$ cat src/rtl/mac_sched.sv
// Round-robin scheduler sharing one 64x64 MAC (128-bit accumulator) among NUM_REQ requesters.
// Optional accumulator wrap detection is enabled by defining MAC_SCHED_OVF_EN.
module mac_sched #(
    parameter int NUM_REQ = 4,
    parameter int LEN_W   = 8,
    parameter int MAC_LAT = 1
) (
    input  logic                       clk,
    input  logic                       reset,
    input  logic [NUM_REQ-1:0]         req_valid,
    input  logic [NUM_REQ*LEN_W-1:0]   req_len,
    output logic [NUM_REQ-1:0]         req_ready,
    input  logic [NUM_REQ-1:0]         op_valid,
    input  logic [NUM_REQ*64-1:0]      op_a,
    input  logic [NUM_REQ*64-1:0]      op_b,
    output logic [NUM_REQ-1:0]         op_ready,
    output logic                       mac_clr,
    output logic [63:0]                mac_a,
    output logic [63:0]                mac_b,
    input  logic [127:0]               mac_acc,
    output logic                       res_valid,
    output logic [$clog2(NUM_REQ)-1:0] res_id,
    output logic [127:0]               res_data,
    output logic                       res_ovf,
    input  logic                       res_ready,
    output logic [2:0]                 dbg_state
);
    localparam int IDW = $clog2(NUM_REQ);
    localparam int DCW = $clog2(MAC_LAT + 2) + 1;
    localparam logic [IDW:0] NREQ = (IDW+1)'(NUM_REQ);

    // Handshakes: a job transfers on req_valid[i] & req_ready[i], an operand pair on
    // op_valid[id] & op_ready[id], a result on res_valid & res_ready; valid holds until accepted.

    typedef enum logic [2:0] {
        S_IDLE   = 3'd0,
        S_CLEAR  = 3'd1,
        S_FEED   = 3'd2,
        S_DRAIN  = 3'd3,
        S_RESULT = 3'd4
    } state_t;

    state_t             state, state_nx;
    logic [IDW-1:0]     rr_ptr, id_q;
    logic [LEN_W-1:0]   cnt;
    logic [DCW-1:0]     dcnt;

    logic [NUM_REQ-1:0] rot;
    logic [IDW-1:0]     off, gnt_idx, ptr_nx;
    logic [IDW:0]       gsum, gsum1;
    logic               gnt_found;
    logic [LEN_W-1:0]   len_sel;
    logic [63:0]        a_sel, b_sel;
    logic               v_sel;
    logic               hs;
    logic               drain_done;

    // Rotate requests so bit 0 is rr_ptr; the lowest set bit is the winner.
    always_comb begin
        rot       = NUM_REQ'({req_valid, req_valid} >> rr_ptr);
        gnt_found = 1'b0;
        off       = '0;
        for (int k = NUM_REQ - 1; k >= 0; k--) begin
            if (rot[k]) begin
                gnt_found = 1'b1;
                off       = IDW'(k);
            end
        end
        gsum    = {1'b0, rr_ptr} + {1'b0, off};
        gnt_idx = (gsum >= NREQ) ? IDW'(gsum - NREQ) : gsum[IDW-1:0];
        gsum1   = {1'b0, gnt_idx} + (IDW+1)'(1);
        ptr_nx  = (gsum1 == NREQ) ? '0 : gsum1[IDW-1:0];
    end

    always_comb begin
        len_sel = '0;
        a_sel   = '0;
        b_sel   = '0;
        v_sel   = 1'b0;
        for (int k = 0; k < NUM_REQ; k++) begin
            if (gnt_idx == IDW'(k)) len_sel = req_len[k*LEN_W +: LEN_W];
            if (id_q == IDW'(k)) begin
                a_sel = op_a[k*64 +: 64];
                b_sel = op_b[k*64 +: 64];
                v_sel = op_valid[k];
            end
        end
    end

    always_comb begin
        state_nx   = state;
        req_ready  = '0;
        op_ready   = '0;
        hs         = 1'b0;
        drain_done = 1'b0;
        case (state)
            S_IDLE: begin
                if (gnt_found) begin
                    req_ready = NUM_REQ'(1) << gnt_idx;
                    state_nx  = S_CLEAR;
                end
            end
            S_CLEAR:  state_nx = (cnt != '0) ? S_FEED : S_DRAIN;
            S_FEED: begin
                op_ready = NUM_REQ'(1) << id_q;
                hs       = v_sel;
                if (hs && cnt == LEN_W'(1)) state_nx = S_DRAIN;
            end
            S_DRAIN: begin
                if (dcnt == '0) begin
                    drain_done = 1'b1;
                    state_nx   = S_RESULT;
                end
            end
            S_RESULT: if (res_ready) state_nx = S_IDLE;
            default:  state_nx = S_IDLE;
        endcase
    end

    assign res_valid = (state == S_RESULT);
    assign dbg_state = state;

    always_ff @(posedge clk or negedge reset) begin
        if (!reset) begin
            state  <= S_IDLE;
            rr_ptr <= '0;
            id_q   <= '0;
            cnt    <= '0;
            dcnt   <= '0;
        end else begin
            state <= state_nx;
            case (state)
                S_IDLE: begin
                    if (gnt_found) begin
                        id_q   <= gnt_idx;
                        cnt    <= len_sel;
                        rr_ptr <= ptr_nx;
                    end
                end
                // A zero-length job holds one extra drain cycle behind the clear.
                S_CLEAR: dcnt <= (cnt == '0) ? DCW'(MAC_LAT + 1) : DCW'(MAC_LAT);
                S_FEED:  if (hs) cnt <= cnt - LEN_W'(1);
                S_DRAIN: if (dcnt != '0) dcnt <= dcnt - DCW'(1);
                default: ;
            endcase
        end
    end

    always_ff @(posedge clk or negedge reset) begin
        if (!reset) begin
            mac_clr  <= 1'b1;
            mac_a    <= '0;
            mac_b    <= '0;
            res_id   <= '0;
            res_data <= '0;
        end else begin
            mac_clr <= (state_nx == S_CLEAR);
            mac_a   <= hs ? a_sel : 64'd0;
            mac_b   <= hs ? b_sel : 64'd0;
            if (drain_done) begin
                res_id   <= id_q;
                res_data <= mac_acc;
            end
        end
    end

`ifdef MAC_SCHED_OVF_EN
    logic [127:0] acc_q;
    logic         ovf_sticky;
    logic         wrap;

    // Each step adds less than 2^128, so any wrap shows up as a decrease.
    assign wrap = (state == S_FEED || state == S_DRAIN) && (mac_acc < acc_q);

    always_ff @(posedge clk or negedge reset) begin
        if (!reset) begin
            acc_q      <= '0;
            ovf_sticky <= 1'b0;
            res_ovf    <= 1'b0;
        end else begin
            if (state == S_CLEAR) begin
                acc_q      <= '0;
                ovf_sticky <= 1'b0;
            end else if (state == S_FEED || state == S_DRAIN) begin
                acc_q      <= mac_acc;
                ovf_sticky <= ovf_sticky | wrap;
            end
            if (drain_done) res_ovf <= ovf_sticky | wrap;
        end
    end
`else
    assign res_ovf = 1'b0;
`endif

endmodule

$ cat config.mk
export PLATFORM = sky130hd
export DESIGN_NAME = mac_sched
export DESIGN_NICKNAME = d
export VERILOG_FILES = /design/src/rtl/mac_sched.sv
export SDC_FILE = /design/constraint.sdc
export NUM_CORES = 1
export LEC_CHECK = 0
export ABC_AREA = 1
export BUFFER_PORTS_ARGS = -buffer_cell sky130_fd_sc_hd__buf_4
export CELL_PAD_IN_SITES_DETAIL_PLACEMENT = 0
export CELL_PAD_IN_SITES_GLOBAL_PLACEMENT = 1
export CORE_AREA = 8 8 364 366
export DETAILED_ROUTE_END_ITERATION = 6
export DIE_AREA = 0 0 372 374
export GPL_ROUTABILITY_DRIVEN = 0
export PLACE_DENSITY_LB_ADDON = 0.1
export SLEW_MARGIN = 40
export SYNTH_ARGS = -nofsm -noshare
export SYNTH_HDL_FRONTEND = slang
export SYNTH_SLANG_ARGS = --single-unit
export TNS_END_PERCENT = 1
$ cat constraint.sdc
create_clock -name clk -period 3.3 [get_ports clk]
set_input_delay 0.33 -clock clk [delete_from_list [all_inputs] [get_ports clk]]
set_output_delay 0.33 -clock clk [all_outputs]
set_load 0.03 [all_outputs]
==> impl_metrics.env, run 1 <==
export IMPL_status="complete, no violations"
export IMPL_p_clk_frac=0.189
export IMPL_die_area_sq_um=139000
export IMPL_grt_max_degree=90
export IMPL_synth_simple_area_share=0.143
export IMPL_yosys_mux_area_fraction=0.108
export IMPL_synth_cell_types=36
export IMPL_synth_fa_ha_area_frac=0.00940
export IMPL_io_pins=955
export IMPL_start_kind="flip-flop"
export IMPL_htreeDepth=2
export IMPL_synth_warnings=0
export IMPL_grt_pass1_wl_mm=142
export IMPL_final_cell_mix="buf_4 (983), dfrtp_1 (272), dlygate4sd3_1 (270), nand2_1 (252), nor2_1 (164)"
export IMPL_area_delta_synth_final_pct=101
export IMPL_start_util=0.105
export IMPL_p_sw_frac=0.479
export IMPL_worstSkewPairLatency_ps=590
export IMPL_slew_violations=0
export IMPL_syn_area_per_cell_sq_um=9.62
export IMPL_maxCapViolCount=0
export IMPL_portBuffers=953
export IMPL_ys_seq_area_frac=0.521
export IMPL_worstSetupPathType="flip-flop to primary output"
export IMPL_synth_edf_count=0
export IMPL_hold_path_class="input port to flip-flop"
export IMPL_grt_pass1_vias=17900
export IMPL_postRouteAntennaNets=0
export IMPL_final_layout_size_suffix_gt1_frac=0.468
export IMPL_synthArstFlopShare=1.00
export IMPL_clock_sinks=277
export IMPL_vias_per_cell=3.69
export IMPL_syn_cell_area_sq_um=13300
export IMPL_leakage_uw=0.0125
export IMPL_antenna_found_initial=49
export IMPL_num_fill_cells=14000
export IMPL_dr_pass1_iters=4
export IMPL_cts_tree="built"
export IMPL_synth_top_family_by_area="compound AO/OA/AOI/OAI gates"
export IMPL_cp_end_kind="primary output"
export IMPL_fin_nets=3282
export IMPL_rows=131
export IMPL_worstHoldPathCells=3
export IMPL_drt_initial_drc_count=572
export IMPL_drc=0
export IMPL_grt_usage=0.142
export IMPL_critPathRequiredTime_ps=2970
export IMPL_die_h_um=374
export IMPL_tightest_slew_ps=757
export IMPL_power_uw=24600
export IMPL_hold_viol=0
export IMPL_dp_hpwl_mm=84.2
export IMPL_ff2ff_path_depth=7
export IMPL_hold_worst_slack_ps=61.8
export IMPL_synthCells=1384
export IMPL_seq_area_sq_um=6940
export IMPL_p_int_uw=12800
export IMPL_combPwrFrac=0.582
export IMPL_p_seq_frac=0.230
export IMPL_core_area_sq_um=127000
export IMPL_wire_per_inst_um=24.3
export IMPL_final_common_cell="buf_4"
export IMPL_vdd_ir_drop_worst_uv=367
export IMPL_die_x_um=372
export IMPL_vias=15900
export IMPL_path_max_fanout=7
export IMPL_multi_input_area_sq_um=5820
export IMPL_numCtsBuffers=44
export IMPL_synth_flop_cell="dfrtp_1"
export IMPL_clk_pin_slew_ps=60
export IMPL_clock_skew_ps=28.6
export IMPL_powerDensity_nw_per_um2=919
export IMPL_clock_path_buffers=3
export IMPL_setup_violations=0
export IMPL_syn_num_nets=2077
export IMPL_gr_total_overflow=0
export IMPL_maxSlewHeadroom=0.496
export IMPL_fin_crit_sh=0.918
export IMPL_synth_xor_area_frac=0.00197
export IMPL_crit_arrival_ps=2700
export IMPL_ys_ff_latch=277
export IMPL_drt_total_wl_mm=105
export IMPL_period_needed_ps=3030
export IMPL_root_buffer="clkbuf_16"
export IMPL_synth_compound_area_frac=0.170
export IMPL_p_sw_uw=11800
export IMPL_fmax_mhz=330
sequential cells by signal (all words and copies together), names as in the netlist:
register,cells
cnt,8
dbg_state,3
dcnt,3
id_q,2
mac_a,64
mac_b,64
mac_clr,1
res_data,128
res_id,2
rr_ptr,2
cell usage after synthesis (all sizes together) (2+ instances only):
library cell / instances / share of area
nand4: 4 / 0.0023
inv: 35 / 0.0099
o21ai: 51 / 0.019
xor2: 2 / 0.0013
ha: 10 / 0.0094
nor2: 168 / 0.048
nand3: 49 / 0.018
buf: 52 / 0.021
o221ai: 61 / 0.040
dfrtp: 276 / 0.52
clkbuf: 57 / 0.016
a221oi: 49 / 0.032
nand2: 256 / 0.072
a21oi: 123 / 0.046
o211ai: 50 / 0.028
nor3: 2 / 0.00075
mux2: 128 / 0.11
stage by stage:
step	worst slack (ps)	setup TNS [ps]	std cells	utilization	instance area [sq um]
floorplan	535	0	1384	-	13300
global placement	481	0	3932	0.178	22600
detailed placement	479	0	3932	0.178	22600
CTS	18.2	0	4281	0.211	26700
global route	-12.7	-19.9	4304	0.212	26800
finish	270	0	4311	0.212	26800
what timing repair did:
action / CTS / global route
resized for setup: 5 / 11
buffers inserted: 1 / 1
pin swaps: 0 / 1
hold endpoints to repair: 315 / 0
setup endpoints to repair: 4 / 4
hold buffers: 270 / 0
path summary, 6_finish.rpt:
path / from / endpoint / slack [ps]
max reg2reg: id_q[1] / mac_a[49] / 570
max in group asynchronous: reset / res_data[3] / 1840
min reg2reg: res_id[0] / res_id[0] / 500
min: op_b[245] / mac_b[53] / 60
min in group asynchronous: reset / res_data[91] / 250
max: rr_ptr[1] / req_ready[0] / 270
final cells by class:
class	instances	area share
diodes	28	0.00261
clock buffers	60	0.0470
clock inverters	18	0.00536
inverters	36	0.00532
multi-input cells	962	0.217
flip-flops and latches	277	0.259
well taps	1662	0.0775
repair buffers	1268	0.387
power groups by stage:
stage               combinational, uW  clock, uW  sequential [uW]
floorplan                        5140          0             8180
global placement                14300          0             5730
detailed placement              14300          0             5750
CTS                             14700       4930             5710
global route                    15600       5050             5850
finish                          14300       4650             5660
layer usage:
| layer | global-route usage | part of all wire | vias up |
|---|---|---|---|
| met4 | 0.0445 | 0.026 | 26 |
| met5 | 0 | 0.0018 | - |
| met3 | 0.0561 | 0.090 | 133 |
| li1 | - | - | 7328 |
| met1 | 0.146 | 0.36 | 7726 |
| met2 | 0.263 | 0.52 | 682 |
cells by family (layout without fill, tap and decap cells):
logic type	after synthesis	count (layout)
muxes	128	128
and+or+nand+nor	480	480
AOI/OAI and AO/OA	340	340
DFF	277	277
buffers and inverters	145	1382
other	1	29
xor gates and xnor gates	3	3
adders and majority gates	10	10
critical path, stage by stage (launching register included):
cell and delay, ps:
dfrtp_2 470, inv_2 100, nand3_1 80, nand2_1 90, nand3_1 80, a21boi_2 130, ha_2 200, xor2_2 150
inv_1 50, nand3_1 90, nand2_2 100, inv_2 90, ha_1 140, inv_1 50, nor2_1 110, buf_4 170
No activity file was read; power rests on OpenSTA's default activity.
==> run 2, diff against run 1 <==
MAX_ROUTING_LAYER = met4   (was default)
clock period = 3 ns   (was 3.3 ns; I/O delays follow)
==> run 2 against run 1 <==
Compared with the run above: total power rose by 13%; clock-buffer cell count rose by 5; register-to-register slack got worse by 280 ps; global-route usage rose by 0.37 points; hold slack got worse by 7.8 ps; clock skew fell by 11 ps; first-iteration DRC count rose by 11%; final area rose by 2.1%; worst setup slack got worse by 190 ps; clock power rose by 16%; combinational power rose by 13%; largest cell class unchanged.
==> impl_metrics.env, run 2 (same netlist as run 1, synthesis figures left out) <==
export IMPL_die_area_sq_um=139000
export IMPL_drc=0
export IMPL_period_needed_ps=2920
export IMPL_hold_viol=0
export IMPL_drt_initial_drc_count=633
export IMPL_antenna_found_initial=49
export IMPL_num_fill_cells=14100
export IMPL_core_area_sq_um=127000
export IMPL_critPathRequiredTime_ps=2700
export IMPL_vdd_ir_drop_worst_uv=566
export IMPL_wire_per_inst_um=23.9
export IMPL_area_delta_synth_final_pct=106
export IMPL_dr_pass1_iters=5
export IMPL_start_util=0.105
export IMPL_io_pins=955
export IMPL_rows=131
export IMPL_vias_per_cell=3.68
export IMPL_rrSetupSlack_ps=290
export IMPL_fin_nets=3315
export IMPL_finalSetupTns_ps=0
export IMPL_grt_max_degree=90
export IMPL_final_util=0.216
export IMPL_powerDensity_nw_per_um2=1010
export IMPL_crit_start="rr_ptr[0]"
export IMPL_worstSetupPathType="flip-flop to primary output"
export IMPL_grt_pass1_wl_mm=141
export IMPL_clock_path_buffers=3
export IMPL_fin_crit_sh=0.973
export IMPL_r2r_start="id_q[0]"
export IMPL_reg_top3="res_data (128), mac_a (64), mac_b (64)"
export IMPL_slew_violations=0
export IMPL_drt_total_wl_mm=104
export IMPL_dp_hpwl_mm=83.1
export IMPL_grt_usage=0.146
export IMPL_setup_violations=0
export IMPL_die_x_um=372
export IMPL_tightest_slew_ps=743
export IMPL_start_kind="flip-flop"
export IMPL_leakage_uw=0.0128
export IMPL_final_common_cell="buf_4"
export IMPL_path_max_fanout=6
export IMPL_portBuffers=953
export IMPL_ff2ff_path_depth=8
export IMPL_status="complete, no violations"
export IMPL_top_register="res_data"
export IMPL_power_uw=27800
export IMPL_gr_total_overflow=0
export IMPL_r2r_end="mac_a[32]"
export IMPL_vias=16000
export IMPL_cts_tree="built"
export IMPL_hold_path_startpoint="op_b[161]"
export IMPL_hold_path_class="input port to flip-flop"
export IMPL_largest_reg_flops=128
export IMPL_cp_end_kind="primary output"
export IMPL_worstSkewPairLatency_ps=600
export IMPL_crit_arrival_ps=2620
export IMPL_clk_pin_slew_ps=50
export IMPL_clock_skew_ps=17.1
export IMPL_final_cell_mix="buf_4 (984), dlygate4sd3_1 (299), dfrtp_1 (272), nand2_1 (244), nor2_1 (163)"
export IMPL_numCtsBuffers=44
export IMPL_maxSlewHeadroom=0.505
export IMPL_maxCapViolCount=0
export IMPL_root_buffer="clkbuf_16"
export IMPL_postRouteAntennaNets=0
export IMPL_htreeDepth=2
export IMPL_grt_pass1_vias=18100
export IMPL_clock_sinks=277
export IMPL_fmax_mhz=342
export IMPL_final_layout_size_suffix_gt1_frac=0.469
export IMPL_die_h_um=374
export IMPL_worstHoldPathCells=3
export IMPL_min_to="mac_b[33]"
export IMPL_rsz0062_at_grt="yes"
## run 2: critical path, cell delays in order, from the launching register on
cell	delay (ps)
dfrtp_2	460
inv_4	110
nand2_2	80
nand3_2	90
nand3_2	90
a21boi_2	120
ha_2	200
xor2_2	150
inv_1	60
nand3_2	70
nand2_4	80
inv_4	70
ha_4	120
buf_6	90
inv_2	30
nor2_2	90
buf_6	140
## run 2: what timing repair did
action | in CTS | in global routing
buffers inserted | 4 | 1
hold buffers | 299 | 0
gates resized for setup | 35 | 11
hold endpoints to repair | 314 | 0
pin swaps | 12 | 5
endpoints found under the setup margin | 4 | 38
## run 2: final cells by class
cell class	count	area, sq um	share of cell area
antenna	38	95.1	0.00347
clock buffer	65	1280	0.0468
clock inverter	13	208	0.00759
inverter	36	150	0.00548
multi-input combinational	962	5920	0.216
sequential	277	6940	0.254
tap	1662	2080	0.0760
timing repair buffer	1301	10700	0.391
## run 2: stage by stage
step | setup WS (ps) | hold slack, ps | cell area, sq um | std cells
2_1_floorplan | 265 | 4.41 | 13300 | 1384
3_3_place_gp | 213 | 384 | 22600 | 3934
3_5_place_dp | 224 | 387 | 22600 | 3934
4_1_cts | -51.1 | 0.290 | 27200 | 4315
5_1_grt | -163 | 37.3 | 27400 | 4347
6_report | 79.8 | 54.0 | 27400 | 4354
## run 2: how the worst max path moves through the flow
stage          slack (ps)  cells past startpoint           end
6_report               80                     16  req_ready[1]
3_5_place_dp          220                     21        cnt[2]
2_1_floorplan         270                     16  req_ready[1]
3_3_place_gp          210                     24        cnt[6]
5_1_grt              -160                     16  req_ready[1]
4_1_cts               -50                     17  req_ready[1]
## run 2: where the power goes
part           leakage [uW]  total, uW  internal [uW]  switching [uW]
sequential          0.00350       6200           5320             875
combinational       0.00856      16200           6010           10200
clock              0.000725       5400           3300            2100
## run 2: metal layers
metal  routed length (um)  global-route usage  up-vias
met4                 2800              0.0408        0
met3                 9110              0.0511      121
met1                37000               0.145     7813
met5                    0                   -        -
met2                55200               0.269      676
li1                     -                   -     7411
==> run 3, diff against run 2 <==
ABC_AREA = default   (was 1)
CORE_AREA = 8 8 361 363   (was 8 8 364 366)
CTS_CLUSTER_DIAMETER = 200   (was default)
DIE_AREA = 0 0 369 371   (was 0 0 372 374)
clock period = 3.4 ns   (was 3 ns; I/O delays follow)
==> run 3 against run 2 <==
Compared with the run above: area after synthesis rose by 1.8%; sequential share of layout area rose by 1.8 points; clock power fell by 21%; critical endpoint is now req_ready[2]; first-iteration DRC count fell by 27%; largest power group unchanged; non-clock buffer count fell by 175; largest cell class unchanged.
==> impl_metrics.env, run 3 <==
export IMPL_status="complete, no violations"
export IMPL_rsz0062_at_grt="yes"
export IMPL_start_kind="flip-flop"
export IMPL_postRouteAntennaNets=0
export IMPL_num_fill_cells=13700
export IMPL_grt_max_degree=110
export IMPL_largest_reg_flops=128
export IMPL_synth_xor_area_frac=0.000646
export IMPL_fin_area_sq_um=25600
export IMPL_place_inst=3474
export IMPL_combPwrFrac=0.568
export IMPL_maxCapViolCount=0
export IMPL_critPathRequiredTime_ps=3060
export IMPL_leakage_uw=0.0122
export IMPL_fin_nets=2693
export IMPL_tightest_slew_ps=710
export IMPL_finalSetupTns_ps=0
export IMPL_syn_cell_area_sq_um=13600
export IMPL_setup_violations=0
export IMPL_p_int_uw=12700
export IMPL_htreeDepth=2
export IMPL_clock_skew_ps=26.2
export IMPL_final_cell_mix="buf_4 (982), dfrtp_1 (274), and3_1 (133), mux2_2 (130), dlygate4sd3_1 (130)"
export IMPL_root_buffer="clkbuf_16"
export IMPL_synth_simple_area_share=0.0886
export IMPL_synth_area_leader_cell="dfrtp_1"
export IMPL_drt_initial_drc_count=463
export IMPL_ys_ff_latch=277
export IMPL_reg_top3="res_data (128), mac_a (64), mac_b (64)"
export IMPL_hold_viol=0
export IMPL_io_pins=955
export IMPL_synth_edf_count=0
export IMPL_hold_path_class="input port to flip-flop"
export IMPL_ys_seq_area_frac=0.512
export IMPL_fin_crit_sh=0.958
export IMPL_powerDensity_nw_per_um2=877
export IMPL_synth_top_area_frac=0.510
export IMPL_synth_compound_area_frac=0.0341
export IMPL_top_register="res_data"
export IMPL_fin_cells=3698
export IMPL_synthCells=916
export IMPL_maxSlewHeadroom=0.526
export IMPL_clock_sinks=277
export IMPL_period_needed_ps=3260
export IMPL_syn_area_per_cell_sq_um=14.8
export IMPL_p_clk_frac=0.189
export IMPL_slew_violations=0
export IMPL_postPlaceCellArea_sq_um=22800
export IMPL_worstSkewPairLatency_ps=590
export IMPL_fin_ws_ps=143
export IMPL_synth_flop_cell="dfrtp_1"
export IMPL_die_area_sq_um=137000
export IMPL_area_delta_synth_final_pct=88.7
export IMPL_crit_arrival_ps=2920
export IMPL_core_area_sq_um=125000
export IMPL_synth_cell_types=55
export IMPL_synth_top_family_by_area="multiplexers"
export IMPL_drc=0
export IMPL_wire_per_inst_um=24.3
export IMPL_antenna_found_initial=30
export IMPL_syn_num_nets=1609
export IMPL_p_sw_uw=9730
export IMPL_grt_pass1_vias=14800
export IMPL_rows=130
export IMPL_synth_warnings=0
export IMPL_die_h_um=371
export IMPL_portBuffers=953
export IMPL_final_layout_size_suffix_gt1_frac=0.658
export IMPL_path_max_fanout=17
export IMPL_vias=12800
export IMPL_cp_end_kind="primary output"
export IMPL_pre_cts_slack_ps=69.0
export IMPL_cts_tree="built"
export IMPL_vias_per_cell=3.47
export IMPL_drt_total_wl_mm=90.0
export IMPL_worstSetupPathType="flip-flop to primary output"
export IMPL_synth_fa_ha_area_frac=0.00923
export IMPL_vdd_ir_drop_worst_uv=413
export IMPL_synthTopCellsByCount="dfrtp_1 (276), and3_1 (133), mux2_2 (130), mux4_2 (129), clkbuf_1 (46)"
export IMPL_dp_hpwl_mm=73.9
export IMPL_gr_total_overflow=0
export IMPL_yosys_mux_area_fraction=0.324
export IMPL_grt_usage=0.129
export IMPL_numCtsBuffers=41
export IMPL_dr_pass1_iters=5
export IMPL_ys_top_cells_by_area="dfrtp_1 (51%), mux4_2 (21%), mux2_2 (11%)"
export IMPL_clk_pin_slew_ps=60
export IMPL_synthArstFlopShare=1.00
export IMPL_start_util=0.109
export IMPL_fmax_mhz=307
export IMPL_p_sw_frac=0.433
export IMPL_p_seq_frac=0.243
export IMPL_clock_path_buffers=3
export IMPL_yosysMostFrequentCell="dfrtp_1"
export IMPL_final_common_cell="buf_4"
export IMPL_die_x_um=369
export IMPL_power_uw=22400
export IMPL_grt_pass1_wl_mm=122
run 3: kinds of logic (layout without fill, tap and decap cells):
family	after synthesis	count (layout)
buffers and inverters	99	1212
AO/OA/AOI/OAI	64	64
multiplexers	261	261
other	1	20
XOR/XNOR	1	1
AND/OR/NAND/NOR	203	203
adder cells (fa/ha/maj)	10	10
flip-flops	277	277
run 3: power by group through the flow:
stage,Sequential [uW],Combinational [uW],Clock (uW)
6_report,5460,12700,4240
5_1_grt,5670,13700,4630
4_1_cts,5510,13000,4530
3_5_place_dp,5540,12800,0
3_3_place_gp,5540,12800,0
2_1_floorplan,7840,4950,0
run 3: cell type report:
class	instances	area (sq um)	share of cell area
repair buffers	1126	8930	0.349
flip-flops and latches	277	6940	0.271
multi-input cells	540	6260	0.245
well taps	1650	2060	0.0807
clock buffers	56	1150	0.0451
clock inverters	16	134	0.00523
inverters	14	52.6	0.00205
diodes	19	47.5	0.00186
run 3: final timing paths:
kind / start / slack [ps] / endpoint / depth (start not counted)
max: rr_ptr[1] / 140 / req_ready[2] / 11
min: req_len[29] / 150 / cnt[5] / 4
max reg2reg: rr_ptr[1] / 230 / cnt[6] / 13
min reg2reg: res_data[111] / 500 / res_data[111] / 1
max in group asynchronous: reset / 2070 / res_data[102] / 3
min in group asynchronous: reset / 330 / res_data[124] / 2
run 3: repair_timing:
action,CTS,global route
pin swaps,1,1
hold buffers,130,0
resized for setup,2,14
buffers inserted,0,2
setup endpoints to repair,3,8
hold endpoints to repair,188,0
run 3: layer usage:
layer | track usage | wire length [um] | vias up
li1 | - | - | 5726
met1 | 0.132 | 31900 | 6424
met3 | 0.0546 | 8620 | 91
met5 | - | 0 | -
met4 | 0.0208 | 1450 | 0
met2 | 0.233 | 48100 | 594
run 3: critical path, stage by stage, from the launching register on:
cell and delay (ps):
dfrtp_1 390, nand2b_1 170, a21oi_1 150, o211ai_1 120
o31a_1 140, ha_2 180, xnor2_2 140, and4_4 180
nor2_2 210, ha_4 290, and3_1 190, buf_4 170
run 3: stage by stage:
stage,util,hold slack [ps]
2_1_floorplan,-,44.4
3_3_place_gp,0.183,405
3_5_place_dp,0.183,412
4_1_cts,0.204,75.2
5_1_grt,0.205,128
6_report,0.205,152
